### config.mk
export PLATFORM = sky130hd
export DESIGN_NAME = anton_neopixel_stream_encoder
export DESIGN_NICKNAME = d
export VERILOG_FILES = /design/src/rtl/anton_neopixel_stream_encoder_pkg.sv /design/src/rtl/anton_neopixel_pixel_expand.sv /design/src/rtl/anton_neopixel_stream_encoder.sv
export SDC_FILE = /design/constraint.sdc
export NUM_CORES = 1
export LEC_CHECK = 0
export ABC_AREA = 0
export BUFFER_PORTS_ARGS = -buffer_cell sky130_fd_sc_hd__buf_2
export CAP_MARGIN = 20
export CORE_ASPECT_RATIO = 1.4
export CORE_UTILIZATION = 50
export CTS_CLUSTER_DIAMETER = 120
export CTS_CLUSTER_SIZE = 14
export DETAILED_ROUTE_END_ITERATION = 7
export PLACE_DENSITY = 0.78
export SLEW_MARGIN = 20
export SYNTH_ARGS = -nofsm -noshare
export SYNTH_HDL_FRONTEND = slang
export SYNTH_SLANG_ARGS = --single-unit
### constraint.sdc
create_clock -name clk7mhz -period 5.9 [get_ports clk7mhz]
set_input_delay 1.18 -clock clk7mhz [delete_from_list [all_inputs] [get_ports clk7mhz]]
set_output_delay 1.18 -clock clk7mhz [all_outputs]
set_load 0.02 [all_outputs]
### src/rtl/anton_neopixel_stream_encoder_pkg.sv
// Shared definitions for the NeoPixel stream encoder.
//   BUFFER_END_DEFAULT  : default last valid byte index of the pixel buffer
//   T0H/T1H_STEPS_DEFAULT: high sub-steps for a '0' / '1' bit
//   PIXEL_BITS          : bits per transmitted GRB pixel
//   enc_state_t         : prefetch FSM states
//   expand_3to8/2to8    : RGB332 channel replication helpers
package anton_neopixel_stream_encoder_pkg;

  localparam int unsigned BUFFER_END_DEFAULT = 255;
  localparam int unsigned T0H_STEPS_DEFAULT  = 2;
  localparam int unsigned T1H_STEPS_DEFAULT  = 5;
  localparam int unsigned PIXEL_BITS         = 24;

  typedef enum logic [1:0] {
    ENC_STATE_IDLE = 2'd0,
    ENC_STATE_REQ  = 2'd1,
    ENC_STATE_FULL = 2'd2
  } enc_state_t;

  function automatic logic [7:0] expand_3to8(input logic [2:0] v);
    return {v, v, v[2:1]};
  endfunction

  function automatic logic [7:0] expand_2to8(input logic [1:0] v);
    return {v, v, v, v};
  endfunction

endpackage

### src/rtl/anton_neopixel_pixel_expand.sv
// Combinational pixel expander: buffer word -> 24-bit GRB pixel.
//   word       : 32-bit buffer read data
//   lane       : byte lane selecting the RGB332 byte in 8-bit mode
//   mode_32bit : 1 = word[23:0] is already GRB; 0 = RGB332 byte per pixel
//   grb        : expanded pixel, G in [23:16], R in [15:8], B in [7:0]
module anton_neopixel_pixel_expand
  import anton_neopixel_stream_encoder_pkg::*;
(
  input  logic [31:0]           word,
  input  logic [1:0]            lane,
  input  logic                  mode_32bit,
  output logic [PIXEL_BITS-1:0] grb
);

  logic [7:0] sel_byte;

  always_comb begin
    sel_byte = word[7:0];
    case (lane)
      2'd1:    sel_byte = word[15:8];
      2'd2:    sel_byte = word[23:16];
      2'd3:    sel_byte = word[31:24];
      default: sel_byte = word[7:0];
    endcase
    if (mode_32bit) begin
      grb = word[PIXEL_BITS-1:0];
    end else begin
      // RGB332 byte: R[7:5] G[4:2] B[1:0], emitted in GRB order
      grb = {expand_3to8(sel_byte[4:2]), expand_3to8(sel_byte[7:5]),
             expand_2to8(sel_byte[1:0])};
    end
  end

endmodule

### src/rtl/anton_neopixel_stream_encoder.sv
// NeoPixel stream encoder: prefetches the next pixel from the pixel buffer
// one pixel ahead, expands it to GRB and drives the one-wire waveform from
// the controller's sub-step / bit / pixel indices.
//   clk7mhz, rst           : 7 MHz clock, async active-high reset
//   reg_ctrl_32bit         : 1 = 32-bit word per pixel, 0 = RGB332 byte
//   stream_output/_reset   : controller transmitting / in latch gap
//   stream_bit_of          : last sub-step of the current pixel
//   bit_pattern_index      : sub-step 0-7; pixel_bit_index: bit 0-23
//   pixel_index(_max)      : current / last pixel byte index
//   buf_rd_req/addr/data/valid : pixel buffer read port
//   neo_out                : registered serial line
//   underrun               : sticky, next pixel missing at a boundary
// Optional macro ANTON_NEOPIXEL_ENCODER_UNDERRUN_CNT_EN adds
//   underrun_cnt[7:0]      : saturating underrun event count
module anton_neopixel_stream_encoder
  import anton_neopixel_stream_encoder_pkg::*;
#(
  parameter  int unsigned BUFFER_END  = BUFFER_END_DEFAULT,
  parameter  int unsigned T0H_STEPS   = T0H_STEPS_DEFAULT,
  parameter  int unsigned T1H_STEPS   = T1H_STEPS_DEFAULT,
  localparam int unsigned BUFFER_BITS = $clog2(BUFFER_END + 1)
) (
  input  logic                   clk7mhz,
  input  logic                   rst,
  input  logic                   reg_ctrl_32bit,
  input  logic                   stream_output,
  input  logic                   stream_reset,
  input  logic                   stream_bit_of,
  input  logic [2:0]             bit_pattern_index,
  input  logic [4:0]             pixel_bit_index,
  input  logic [BUFFER_BITS-1:0] pixel_index,
  input  logic [BUFFER_BITS-1:0] pixel_index_max,
  output logic                   buf_rd_req,
  output logic [BUFFER_BITS-3:0] buf_rd_addr,
  input  logic [31:0]            buf_rd_data,
  input  logic                   buf_rd_valid,
  output logic                   neo_out,
`ifdef ANTON_NEOPIXEL_ENCODER_UNDERRUN_CNT_EN
  output logic [7:0]             underrun_cnt,
`endif
  output logic                   underrun
);

  enc_state_t             state;
  logic [PIXEL_BITS-1:0]  cur_pixel;
  logic [PIXEL_BITS-1:0]  nxt_pixel;
  logic                   nxt_valid;
  logic                   prev_reset;
  logic [BUFFER_BITS-1:0] fetch_idx;

  logic [BUFFER_BITS-1:0] eff_idx;
  logic [BUFFER_BITS-1:0] next_idx;
  logic                   consume;
  logic [PIXEL_BITS-1:0]  fetched_grb;
  logic [4:0]             bit_sel;
  logic                   tx_bit;
  logic                   bit_high;

  anton_neopixel_pixel_expand u_expand (
    .word       (buf_rd_data),
    .lane       (fetch_idx[1:0]),
    .mode_32bit (reg_ctrl_32bit),
    .grb        (fetched_grb)
  );

  assign buf_rd_addr = fetch_idx[BUFFER_BITS-1:2];

  always_comb begin
    eff_idx  = reg_ctrl_32bit ? {pixel_index[BUFFER_BITS-1:2], 2'b11} : pixel_index;
    next_idx = (eff_idx == pixel_index_max) ? '0 :
               pixel_index + (reg_ctrl_32bit ? BUFFER_BITS'(4) : BUFFER_BITS'(1));
    consume  = stream_bit_of || (prev_reset && stream_output);
    bit_sel  = 5'(PIXEL_BITS - 1) - pixel_bit_index;
    tx_bit   = cur_pixel[bit_sel];
    bit_high = 32'(bit_pattern_index) < (tx_bit ? T1H_STEPS : T0H_STEPS);
  end

  // cur_pixel changes on the edge ending sub-step 7 / the first output cycle;
  // sub-step 0 is high for either bit value, so the stale pixel is harmless.
  always_ff @(posedge clk7mhz or posedge rst) begin
    if (rst) begin
      state      <= ENC_STATE_IDLE;
      cur_pixel  <= '0;
      nxt_pixel  <= '0;
      nxt_valid  <= 1'b0;
      prev_reset <= 1'b0;
      fetch_idx  <= '0;
      buf_rd_req <= 1'b0;
      neo_out    <= 1'b0;
      underrun   <= 1'b0;
`ifdef ANTON_NEOPIXEL_ENCODER_UNDERRUN_CNT_EN
      underrun_cnt <= '0;
`endif
    end else begin
      prev_reset <= stream_reset;
      neo_out    <= stream_output && bit_high;
      if (consume) begin
        if (nxt_valid) begin
          cur_pixel <= nxt_pixel;
        end else if (state == ENC_STATE_REQ && buf_rd_valid) begin
          // read data landing on the boundary goes straight out
          cur_pixel <= fetched_grb;
        end else begin
          cur_pixel <= '0;
          underrun  <= 1'b1;
`ifdef ANTON_NEOPIXEL_ENCODER_UNDERRUN_CNT_EN
          if (underrun_cnt != 8'hFF) underrun_cnt <= underrun_cnt + 8'd1;
`endif
        end
        // any outstanding read is abandoned; refetch from the new index
        nxt_valid  <= 1'b0;
        buf_rd_req <= 1'b0;
        state      <= ENC_STATE_IDLE;
      end else begin
        case (state)
          ENC_STATE_IDLE: begin
            if (!nxt_valid && (stream_output || stream_reset)) begin
              fetch_idx  <= stream_output ? next_idx : '0;
              buf_rd_req <= 1'b1;
              state      <= ENC_STATE_REQ;
            end
          end
          ENC_STATE_REQ: begin
            if (buf_rd_valid) begin
              nxt_pixel  <= fetched_grb;
              nxt_valid  <= 1'b1;
              buf_rd_req <= 1'b0;
              state      <= ENC_STATE_FULL;
            end
          end
          ENC_STATE_FULL: state <= ENC_STATE_FULL;
          default:        state <= ENC_STATE_IDLE;
        endcase
      end
    end
  end

endmodule

==> flow_summary_export.csv, run 1 <==
group,metric,value,unit
sta,finalClockSkew,0.00664,ns
clock_tree,cts_resized,0,
setup_path,end_kind,"flop",
sta,timing.fmax,328,MHz
yosys,syn_inst,385,
global_route,antenna_found_initial,0,
sta,timing.final.crit_share,51.6,%
global_route,grt.overflow.total,0,
routing,via_per_inst,5.60,
cells_and_area,syn2layout_area_growth,15.3,%
floorplan,start_util,52.2,%
routing,wl,8220,µm
clock_tree,cts_num_sinks,63,
sta,setup-tns-final,0,ns
cells_and_area,drive_gt1_share,23.8,%
sta,hold_viol_final,0,
setup_path,worstPathArrival,3.25,ns
setup_path,cpPeakStageDelay,0.47,ns
floorplan,ios,72,
sta,relSlewSlack,37.2,%
yosys,netlist_area,3640,µm²
sta,rsz0062_at_grt,"false",
yosys,syn_nets,457,
setup_path,start_kind,"primary input",
routing,vias,3030,
setup_path,crit_type,"in2reg",
cells_and_area,fin_util,60.1,%
clock_tree,cts_tree,"yes",
clock_tree,ctsHoldBuffers,0,
power_and_ir_drop,leakagePower,1.91,nW
routing,wl_per_cell,15.2,µm
clock_tree,max-clock-path-buffers,2,
global_route,grt_pass1_wl,13700,µm
clock_tree,clock_latency,0.35,ns
yosys,synth_cell_types,43,
floorplan,row_count,36,
cells_and_area,multi_input_area,1860,µm²
floorplan,die_w,74.1,µm
setup_path,crit_path_cell_trace,"buf_2 -> clkinv_1 -> ha_1 -> xor2_1 -> nand3_1 -> o311ai_2 -> o21ai_0",
floorplan,die-area,7630,µm²
yosys,yosysWarnings,0,
placed_design,gp_congestion,0.870,
placed_design,dp_hpwl,6120,µm
sta,finalMaxSlewViolations,0,
status,status,"finished, final reports clean",
clock_tree,clk_pin_slew_worst_paths,0.07,ns
setup_path,required,6.11,ns
yosys,synthArstFlopShare,100,%
cells_and_area,layout.nets,513,
floorplan,core_area,6980,µm²
run,drv_cap,0,
setup_path,cp_slowest_cell,"o311ai_2",
routing,drt_iter0_drc,145,
sta,setup_viol,0,
clock_tree,htreeDepth,3,
cells_and_area,stdcell_count,541,
cells_and_area,seq_area,1580,µm²
global_route,grt_start_max_net_pins,64,
yosys,synth_edf_count,0,
hold_path,min_path_type,"reg2reg",
clock_tree,cts_root_buf,"clkbuf_8",
routing,firstDrtPassIters,4,
clock_tree,cts_buffers,9,
cells_and_area,nFillCells,607,
cells_and_area,diodes,0,
yosys,yosysSeqAreaShare,43.3,%
placed_design,placed_cells,525,
global_route,grt_pass1_vias,2861,
power_and_ir_drop,p_total,1.44,mW
sta,tightest_slew,0.941,ns
power_and_ir_drop,peakVddDrop,176,µV
yosys,syn-mean-instance-area,9.46,µm²
sta,min_period,3.04,ns
floorplan,die_h,103,µm
placed_design,port_buffers,71,
setup_path,crit_fanout,30,
power_and_ir_drop,power_density,343,nW/µm²
yosys,ys.flop_type,"dfrtp_1",
routing,drc,0,
routing,ant_nets,0,
yosys,synth_seq_cells,63,
global_route,track_usage,24.1,%
clock_tree,cts_setup_buffers,0,
==> layout by cell type (no fill, tap or decap), types with 2 or more instances in the layout <==
cell       count
a2111oi_2      2
a211oi_1       3
a21o_1         3
a21oi_1       52
a31oi_1        2
and2_1         4
buf_2         71
buf_4          3
bufinv_16      2
clkbuf_1       2
clkbuf_8      11
dfrtp_1       63
ha_1           9
inv_1          8
mux2_2         9
mux2i_1       12
mux4_1         3
mux4_2         3
nand2_1       38
nand2b_1       2
nand3_1        4
nor2_1        17
nor2b_1        4
nor3_1         2
nor3b_1        4
o21a_1        21
o21ai_0       41
o21ai_1       18
o22ai_1        5
xnor2_1       10
xor2_1         4
==> critical path: cells and delay by family <==
kind,cells,cell delay [ns]
fa+ha+maj,1,0.32
xor+xnor,1,0.16
buf+inv,2,0.81
simple gates,1,0.10
compound gates,2,0.65
==> report_power, final <==
part	internal [mW]	total [mW]	switching [mW]
combinational	0.169	0.370	0.200
clock	0.261	0.423	0.163
sequential	0.552	0.646	0.0942
==> final cells by class <==
cell class / instances / area share (%)
Timing Repair Buffer: 74 / 9.00
Sequential cell: 63 / 37.6
Multi-Input combinational cell: 283 / 44.4
Clock inverter: 3 / 1.55
Inverter: 10 / 0.894
Tap cell: 95 / 2.83
Clock buffer: 13 / 3.79
==> layer usage <==
| metal | wire (µm) | part of all wire, % | up-vias | GRT usage, % |
|---|---|---|---|---|
| li1 | - | - | 1484 | - |
| met1 | 3510 | 43 | 1423 | 31.7 |
| met2 | 4120 | 50 | 110 | 39.0 |
| met3 | 423 | 5.1 | 13 | 3.71 |
| met4 | 167 | 2.0 | 0 | 10.8 |
| met5 | 0 | 0 | - | 0 |
==> path summary, 6_finish.rpt <==
check | from | endpoint | slack [ns] | cells past startpoint
setup / recovery | reg_ctrl_32bit | fetch_idx[5]$_DFFE_PP0P_ | 2.86 | 7
hold / removal | underrun$_DFFE_PP0P_ | underrun$_DFFE_PP0P_ | 0.48 | 1
setup reg to reg | fetch_idx[0]$_DFFE_PP0P_ | cur_pixel[20]$_DFFE_PP0N_ | 3.60 | 5
hold reg to reg | underrun$_DFFE_PP0P_ | underrun$_DFFE_PP0P_ | 0.48 | 1
max in group asynchronous | rst | cur_pixel[9]$_DFFE_PP0N_ | 4.33 | 3
min in group asynchronous | rst | state[1]$_DFFE_PP0P_ | 1.04 | 3
==> cell families after synthesis <==
family | Yosys count | share of synthesized area, %
and+or+nand+nor | 78 | 9.59
DFF | 63 | 43.3
muxes | 27 | 10.1
adders and majority gates | 9 | 3.09
xor gates and xnor gates | 14 | 3.37
AOI/OAI and AO/OA | 155 | 25.0
buffers and inverters | 39 | 5.57
==> Yosys cell counts, drive strengths merged (5+ instances only) <==
master / instances / area share, %
nor2: 17 / 1.8
clkbuf: 12 / 1.3
o21ai: 59 / 8.1
inv: 9 / 0.93
a21oi: 52 / 7.1
o22ai: 5 / 0.86
ha: 9 / 3.1
o21a: 21 / 4.3
mux4: 6 / 4.0
buf: 17 / 3.3
mux2: 9 / 2.8
dfrtp: 63 / 43
mux2i: 12 / 3.3
xnor2: 10 / 2.4
nand2: 38 / 3.9
==> state kept, by name (all words and copies together) (netlist names) <==
signal	count
nxt_valid	1
cur_pixel	24
state	2
fetch_idx	8
neo_out	1
prev_reset	1
nxt_pixel	24
buf_rd_req	1
underrun	1
==> through the flow <==
step | setup slack, ns | instance area, µm² | hold WS, ns
final | 2.86 | 4200 | 0.476
after CTS | 2.92 | 4200 | 0.485
after detailed placement | 2.55 | 3970 | 0.469
after global routing | 2.68 | 4200 | 0.499
after floorplan | 2.95 | 3640 | 0.450
after global placement | 2.63 | 3970 | 0.441
Note: power is estimated with default switching activity, not from simulation.
==> run 2: changes to the inputs <==
--- a/config.mk
+++ b/config.mk
@@ -5,7 +5,7 @@
 export SDC_FILE = /design/constraint.sdc
 export NUM_CORES = 1
 export LEC_CHECK = 0
-export ABC_AREA = 0
+export ABC_AREA = 1
 export BUFFER_PORTS_ARGS = -buffer_cell sky130_fd_sc_hd__buf_2
 export CAP_MARGIN = 20
 export CORE_ASPECT_RATIO = 1.4
==> constraint.sdc (replaced) <==
create_clock -name clk7mhz -period 2.91 [get_ports clk7mhz]
set_input_delay 0.582 -clock clk7mhz [delete_from_list [all_inputs] [get_ports clk7mhz]]
set_output_delay 0.582 -clock clk7mhz [all_outputs]
set_load 0.02 [all_outputs]
==> flow_summary_export.csv, run 2 <==
group,metric,value,unit
power_and_ir_drop,power_density,687,nW/µm²
cells_and_area,multi_input_area,1930,µm²
global_route,grt_start_max_net_pins,53,
setup_path,reg2reg_depth,5,
sta,rsz0062_at_grt,"false",
clock_tree,cts_root_buf,"clkbuf_8",
setup_path,cp_slowest_cell,"ha_1",
cells_and_area,seq_area,1580,µm²
global_route,track_usage,25.2,%
sta,finalMaxSlewViolations,0,
yosys,synthArstFlopShare,100,%
floorplan,die_w,76.6,µm
status,status,"finished, final reports clean",
sta,setup_viol,0,
setup_path,cp_num_buf_inv,3,
power_and_ir_drop,peakVddDrop,345,µV
yosys,ys_top_cells_by_area,"dfrtp_1 (41%), nand2_1 (13%), nor2_1 (5.8%)",
sta,timing.fmax,545,MHz
clock_tree,cts_buffers,9,
clock_tree,clk_pin_slew_worst_paths,0.07,ns
routing,via_per_inst,5.30,
floorplan,row_count,37,
cells_and_area,nFillCells,700,
cells_and_area,fin_util,59.3,%
setup_path,end_kind,"flop",
routing,drc,0,
run,drv_cap,0,
cells_and_area,layout.nets,648,
placed_design,dp_hpwl,7030,µm
floorplan,die-area,8140,µm²
routing,wl_per_cell,13.8,µm
routing,drt_iter0_drc,254,
setup_path,required,3.18,ns
yosys,synth_seq_cells,63,
sta,min_period,1.84,ns
setup_path,r2r-start,"prev_reset$_DFF_PP0_",
yosys,synth_edf_count,0,
global_route,antenna_found_initial,0,
sta,tightest_slew,0.909,ns
yosys,yosysWarnings,0,
sta,timing.final.crit_share,63.1,%
routing,vias,3589,
setup_path,rr_endpoint,"nxt_pixel[5]$_DFFE_PP0P_",
clock_tree,htreeDepth,3,
setup_path,reg2reg_slack,1.11,ns
hold_path,min_to,"prev_reset$_DFF_PP0_",
setup_path,critPathTopFamily,"simple AND/OR/NAND/NOR gates",
setup_path,path_depth,12,
setup_path,start_kind,"primary input",
sta,finalClockSkew,0.00796,ns
cells_and_area,syn2layout_area_growth,13.6,%
floorplan,start_util,52.2,%
hold_path,min_path_type,"in2reg",
clock_tree,cts_setup_buffers,0,
floorplan,core_area,7450,µm²
cells_and_area,drive_gt1_share,24.5,%
yosys,syn_inst,515,
cells_and_area,final_common_cell,"nand2_1",
placed_design,port_buffers,71,
cells_and_area,final_cell_mix,"nand2_1 (137), buf_2 (71), dfrtp_1 (63)",
setup_path,crit_fanout,13,
routing,ant_nets,0,
yosys,yosysSeqAreaShare,40.5,%
sta,hold_viol_final,0,
clock_tree,max-clock-path-buffers,2,
cells_and_area,diodes,0,
setup_path,worstPathArrival,2.11,ns
yosys,synthTopCellsByCount,"nand2_1 (137), dfrtp_1 (63), nor2_1 (60)",
yosys,synth_most_common_cell,"nand2_1",
global_route,grt_pass1_vias,3505,
cells_and_area,reg_top3,"cur_pixel: 24 flops, nxt_pixel: 24 flops, fetch_idx: 8 flops",
sta,relSlewSlack,39.3,%
routing,wl,9380,µm
clock_tree,cts_resized,0,
floorplan,die_h,106,µm
hold_path,holdPathStages,1,
setup_path,crit_path_cell_trace,"buf_2 -> inv_2 -> nand2_1 -> nand3_1 -> nand3_1 -> nand2_1 -> nand2_1 -> nand3_2 -> inv_1 -> ha_1 -> a211o_1 -> a21oi_1",
setup_path,crit_top_cell,"nand2_1",
yosys,yosys.area.top_type_share,40.5,%
yosys,synth_cell_types,38,
yosys,syn-mean-instance-area,7.56,µm²
yosys,netlist_area,3890,µm²
setup_path,crit_type,"in2reg",
hold_path,hp-start,"stream_reset",
yosys,synth_area_leader_cell,"dfrtp_1",
yosys,ys.flop_type,"dfrtp_1",
setup_path,cpPeakStageDelay,0.29,ns
sta,setup-tns-final,0,ns
clock_tree,clock_latency,0.34,ns
global_route,grt_pass1_wl,16100,µm
floorplan,ios,72,
placed_design,gp_congestion,0.863,
clock_tree,cts_num_sinks,63,
routing,firstDrtPassIters,6,
global_route,grt.overflow.total,0,
clock_tree,ctsHoldBuffers,0,
power_and_ir_drop,leakagePower,2.26,nW
yosys,syn_nets,587,
clock_tree,cts_tree,"yes",
## run 2: cell types whose count changed after synthesis, moves of 6 or more
cell / before / now
mux2_2: 9 / 0
mux2i_1: 12 / 0
inv_1: 9 / 46
nand3_1: 4 / 34
o21ai_0: 41 / 35
o21ai_1: 18 / 9
a21oi_1: 52 / 28
nand2_1: 38 / 137
nor2_1: 17 / 60
o21a_1: 21 / 0
o21ai_2: 0 / 21
## run 2: worst max-delay path by stage
stage | startpoint | end | slack, ns
global route | pixel_bit_index[0] | neo_out$_DFF_PP0_ | 0.88
floorplan | rst | buf_rd_req$_DFFE_PP0P_ | 0.76
CTS | pixel_bit_index[0] | neo_out$_DFF_PP0_ | 1.11
finish | pixel_bit_index[0] | neo_out$_DFF_PP0_ | 1.07
detailed placement | pixel_bit_index[0] | neo_out$_DFF_PP0_ | 0.74
global placement | reg_ctrl_32bit | fetch_idx[6]$_DFFE_PP0P_ | 0.80
## run 2: logic make-up (layout without fill, tap and decap cells)
| logic type | count (synthesis) | in the layout | synth area share [%] |
|---|---|---|---|
| and+or+nand+nor | 250 | 250 | 27.5 |
| AOI/OAI and AO/OA | 105 | 105 | 17.2 |
| buffers and inverters | 79 | 144 | 9.84 |
| DFF | 63 | 63 | 40.5 |
| adders and majority gates | 9 | 9 | 2.89 |
| xor gates and xnor gates | 9 | 9 | 2.03 |
## run 2: layout make-up
cell class,instances,area share (%)
multi-input combinational,373,43.7
sequential,63,35.7
timing repair buffer,76,8.89
inverter,53,4.58
clock buffer,11,3.42
tap,97,2.74
clock inverter,4,1.02
## run 2: stage by stage
| stage | cells | hold WS (ns) | power [mW] | area [µm²] | setup slack [ns] |
|---|---|---|---|---|---|
| after detailed placement | 662 | 0.465 | 2.29 | 4230 | 0.744 |
| after global routing | 677 | 0.339 | 3.25 | 4420 | 0.882 |
| after global placement | 662 | 0.464 | 2.24 | 4230 | 0.803 |
| after CTS | 677 | 0.339 | 3.05 | 4420 | 1.11 |
| final | 677 | 0.357 | 3.04 | 4420 | 1.07 |
| after floorplan | 515 | 0.456 | 2.06 | 3890 | 0.758 |
## run 2: metal layers
| layer | up-vias | track usage (%) | routed length, µm |
|---|---|---|---|
| met5 | - | 0 | 0 |
| met4 | 0 | 10.6 | 235 |
| met3 | 19 | 4.38 | 421 |
| met2 | 130 | 43.1 | 4740 |
| met1 | 1668 | 31.3 | 3980 |
| li1 | 1772 | - | - |
## run 2: power breakdown
group	switching, mW	leakage [nW]	internal (mW)
registers	0.115	0.786	1.14
logic	0.652	1.36	0.374
clock network	0.326	0.105	0.433
total	1.09	2.26	1.94
==> run 3: changes to the inputs <==
--- a/config.mk
+++ b/config.mk
@@ -5,7 +5,7 @@
 export SDC_FILE = /design/constraint.sdc
 export NUM_CORES = 1
 export LEC_CHECK = 0
-export ABC_AREA = 1
+export ABC_AREA = 0
 export BUFFER_PORTS_ARGS = -buffer_cell sky130_fd_sc_hd__buf_2
 export CAP_MARGIN = 20
 export CORE_ASPECT_RATIO = 1.4
==> constraint.sdc (replaced) <==
create_clock -name clk7mhz -period 1.8 [get_ports clk7mhz]
set_input_delay 0.36 -clock clk7mhz [delete_from_list [all_inputs] [get_ports clk7mhz]]
set_output_delay 0.36 -clock clk7mhz [all_outputs]
set_load 0.02 [all_outputs]
==> flow_summary_export.csv, run 3 (same netlist as run 1, synthesis figures left out) <==
group,metric,value,unit
power_and_ir_drop,leakagePower,2.21,nW
placed_design,dp_hpwl,6510,µm
global_route,grt_pass1_wl,14600,µm
clock_tree,cts_root_buf,"clkbuf_8",
routing,drt_iter0_drc,199,
floorplan,die-area,7630,µm²
routing,via_per_inst,5.66,
sta,setup-tns-final,-0.371,ns
cells_and_area,diodes,0,
setup_path,crit_fanout,2,
placed_design,place_ws,-0.542,ns
power_and_ir_drop,p_clk_share,22.4,%
power_and_ir_drop,p_comb_share,37.5,%
cells_and_area,final_common_cell,"buf_2",
clock_tree,cts_num_sinks,63,
power_and_ir_drop,internal_power,3.40,mW
sta,finalMaxSlewViolations,0,
routing,wl,9970,µm
cells_and_area,nFillCells,479,
cells_and_area,drive_gt1_share,42.8,%
routing,wl_per_cell,16.9,µm
clock_tree,clock_latency,0.35,ns
floorplan,start_util,52.2,%
placed_design,port_buffers,71,
power_and_ir_drop,p_total,5.19,mW
clock_tree,clk_pin_slew_worst_paths,0.07,ns
setup_path,start_kind,"flop",
sta,finalClockSkew,0.00821,ns
global_route,grt.overflow.total,0,
setup_path,required,2.07,ns
sta,fin_ws,-0.204,ns
power_and_ir_drop,power_switching,1.79,mW
clock_tree,cts_buffers,9,
power_and_ir_drop,power_frac_seq,40.2,%
cells_and_area,multi_input_area,2210,µm²
floorplan,die_w,74.1,µm
sta,tightest_slew,1.01,ns
global_route,grt_pass1_vias,3173,
setup_path,crit_type,"reg2reg",
setup_path,worstPathArrival,2.28,ns
cells_and_area,final_cell_mix,"buf_2 (71), dfrtp_1 (62), buf_4 (46)",
placed_design,gp_congestion,0.832,
routing,firstDrtPassIters,5,
sta,timing.final.crit_share,111,%
floorplan,row_count,36,
sta,min_period,2.00,ns
floorplan,ios,72,
status,status,"finished with violations",
hold_path,min_path_type,"in2async",
routing,vias,3331,
global_route,grt_start_max_net_pins,64,
sta,hold_viol_final,0,
global_route,track_usage,25.8,%
routing,ant_nets,0,
run,drv_cap,0,
clock_tree,htreeDepth,3,
floorplan,die_h,103,µm
cells_and_area,seq_area,1580,µm²
power_and_ir_drop,switching_share,34.4,%
floorplan,core_area,6980,µm²
cells_and_area,reg_top3,"cur_pixel: 24 flops, nxt_pixel: 24 flops, fetch_idx: 8 flops",
sta,timing.fmax,499,MHz
sta,setup_viol,4,
sta,rsz0062_at_grt,"true",
clock_tree,max-clock-path-buffers,2,
setup_path,end_kind,"flop",
global_route,antenna_found_initial,0,
cells_and_area,layout.nets,562,
routing,drc,0,
power_and_ir_drop,power_density,1050,nW/µm²
power_and_ir_drop,peakVddDrop,622,µV
cells_and_area,syn2layout_area_growth,35.2,%
sta,relSlewSlack,32.6,%
clock_tree,cts_tree,"yes",
status,failed_checks,"setup timing",
[run 3: changes by cell type in the layout (fill, tap and decap cells not counted), sizes merged, moves of 6 or more]
cell / before / now
inv: 52 / 8
mux4: 0 / 6
buf: 76 / 123
a21oi: 30 / 52
nand2: 143 / 38
o21ai: 65 / 59
nand3: 36 / 4
mux2i: 0 / 12
o21a: 0 / 21
mux2: 0 / 9
nor2: 63 / 17
[run 3: power groups by stage]
stage / Sequential (mW) / Clock (mW) / Combinational, mW
3_3_place_gp: 2.05 / 0 / 1.43
4_1_cts: 2.05 / 1.17 / 1.57
2_1_floorplan: 2.00 / 0 / 1.06
6_report: 2.09 / 1.16 / 1.95
3_5_place_dp: 2.07 / 0 / 1.49
5_1_grt: 2.13 / 1.23 / 2.14
[run 3: timing repair]
item / in CTS / in global routing
hold buffers: 0 / 0
cloned: 0 / 0
endpoints found under the setup margin: 7 / 21
pin swaps: 4 / 16
gates resized for setup: 18 / 68
buffers inserted: 6 / 10
[run 3: critical path, stage by stage, from the launching register on]
cell and delay, ns:
dfrtp_1 0.38, mux2_4 0.28, o22ai_2 0.17, a211oi_2 0.08
a211oi_2 0.27, inv_1 0.11, ha_4 0.23, a21o_1 0.14
nand2_1 0.06, nand3b_1 0.07, a31oi_1 0.13
[run 3: final cells by class]
type,count,area share (%)
Clock buffer,14,3.71
Sequential cell,63,32.0
Tap cell,95,2.41
Timing Repair Buffer,123,16.1
Inverter,10,0.839
Multi-Input combinational cell,283,44.9
[run 3: path summary, 6_finish.rpt]
| path | startpoint | end | slack, ns | cells after the start |
|---|---|---|---|---|
| worst max-delay path | cur_pixel[17]$_DFFE_PP0N_ | neo_out$_DFF_PP0_ | -0.20 | 10 |
| worst min-delay path | rst | cur_pixel[12]$_DFFE_PP0N_ | 0.07 | 3 |
| worst max register to register | cur_pixel[17]$_DFFE_PP0N_ | neo_out$_DFF_PP0_ | -0.20 | 10 |
| worst min register to register | underrun$_DFFE_PP0P_ | underrun$_DFFE_PP0P_ | 0.47 | 1 |
| max in group asynchronous | rst | fetch_idx[1]$_DFFE_PP0P_ | 1.42 | 3 |
| min in group clk7mhz | stream_reset | prev_reset$_DFF_PP0_ | 0.15 | 1 |
[run 3: metal layers]
metal	vias up	GRT usage [%]	part of all wire (%)
li1	1578	-	-
met1	1576	31.1	38
met2	149	43.2	53
met3	28	4.79	5.5
met4	0	13.9	3.3
met5	-	0	0
[run 3: per-stage QoR]
stage               utilization, %  cells  hold WS, ns  area, µm²
global route                  70.5    588        0.116       4920
CTS                           65.1    578       0.0940       4550
finish                        70.5    588       0.0748       4920
detailed placement            61.1    558        0.444       4260
global placement              61.1    558        0.438       4260
floorplan                        -    385        0.391       3670
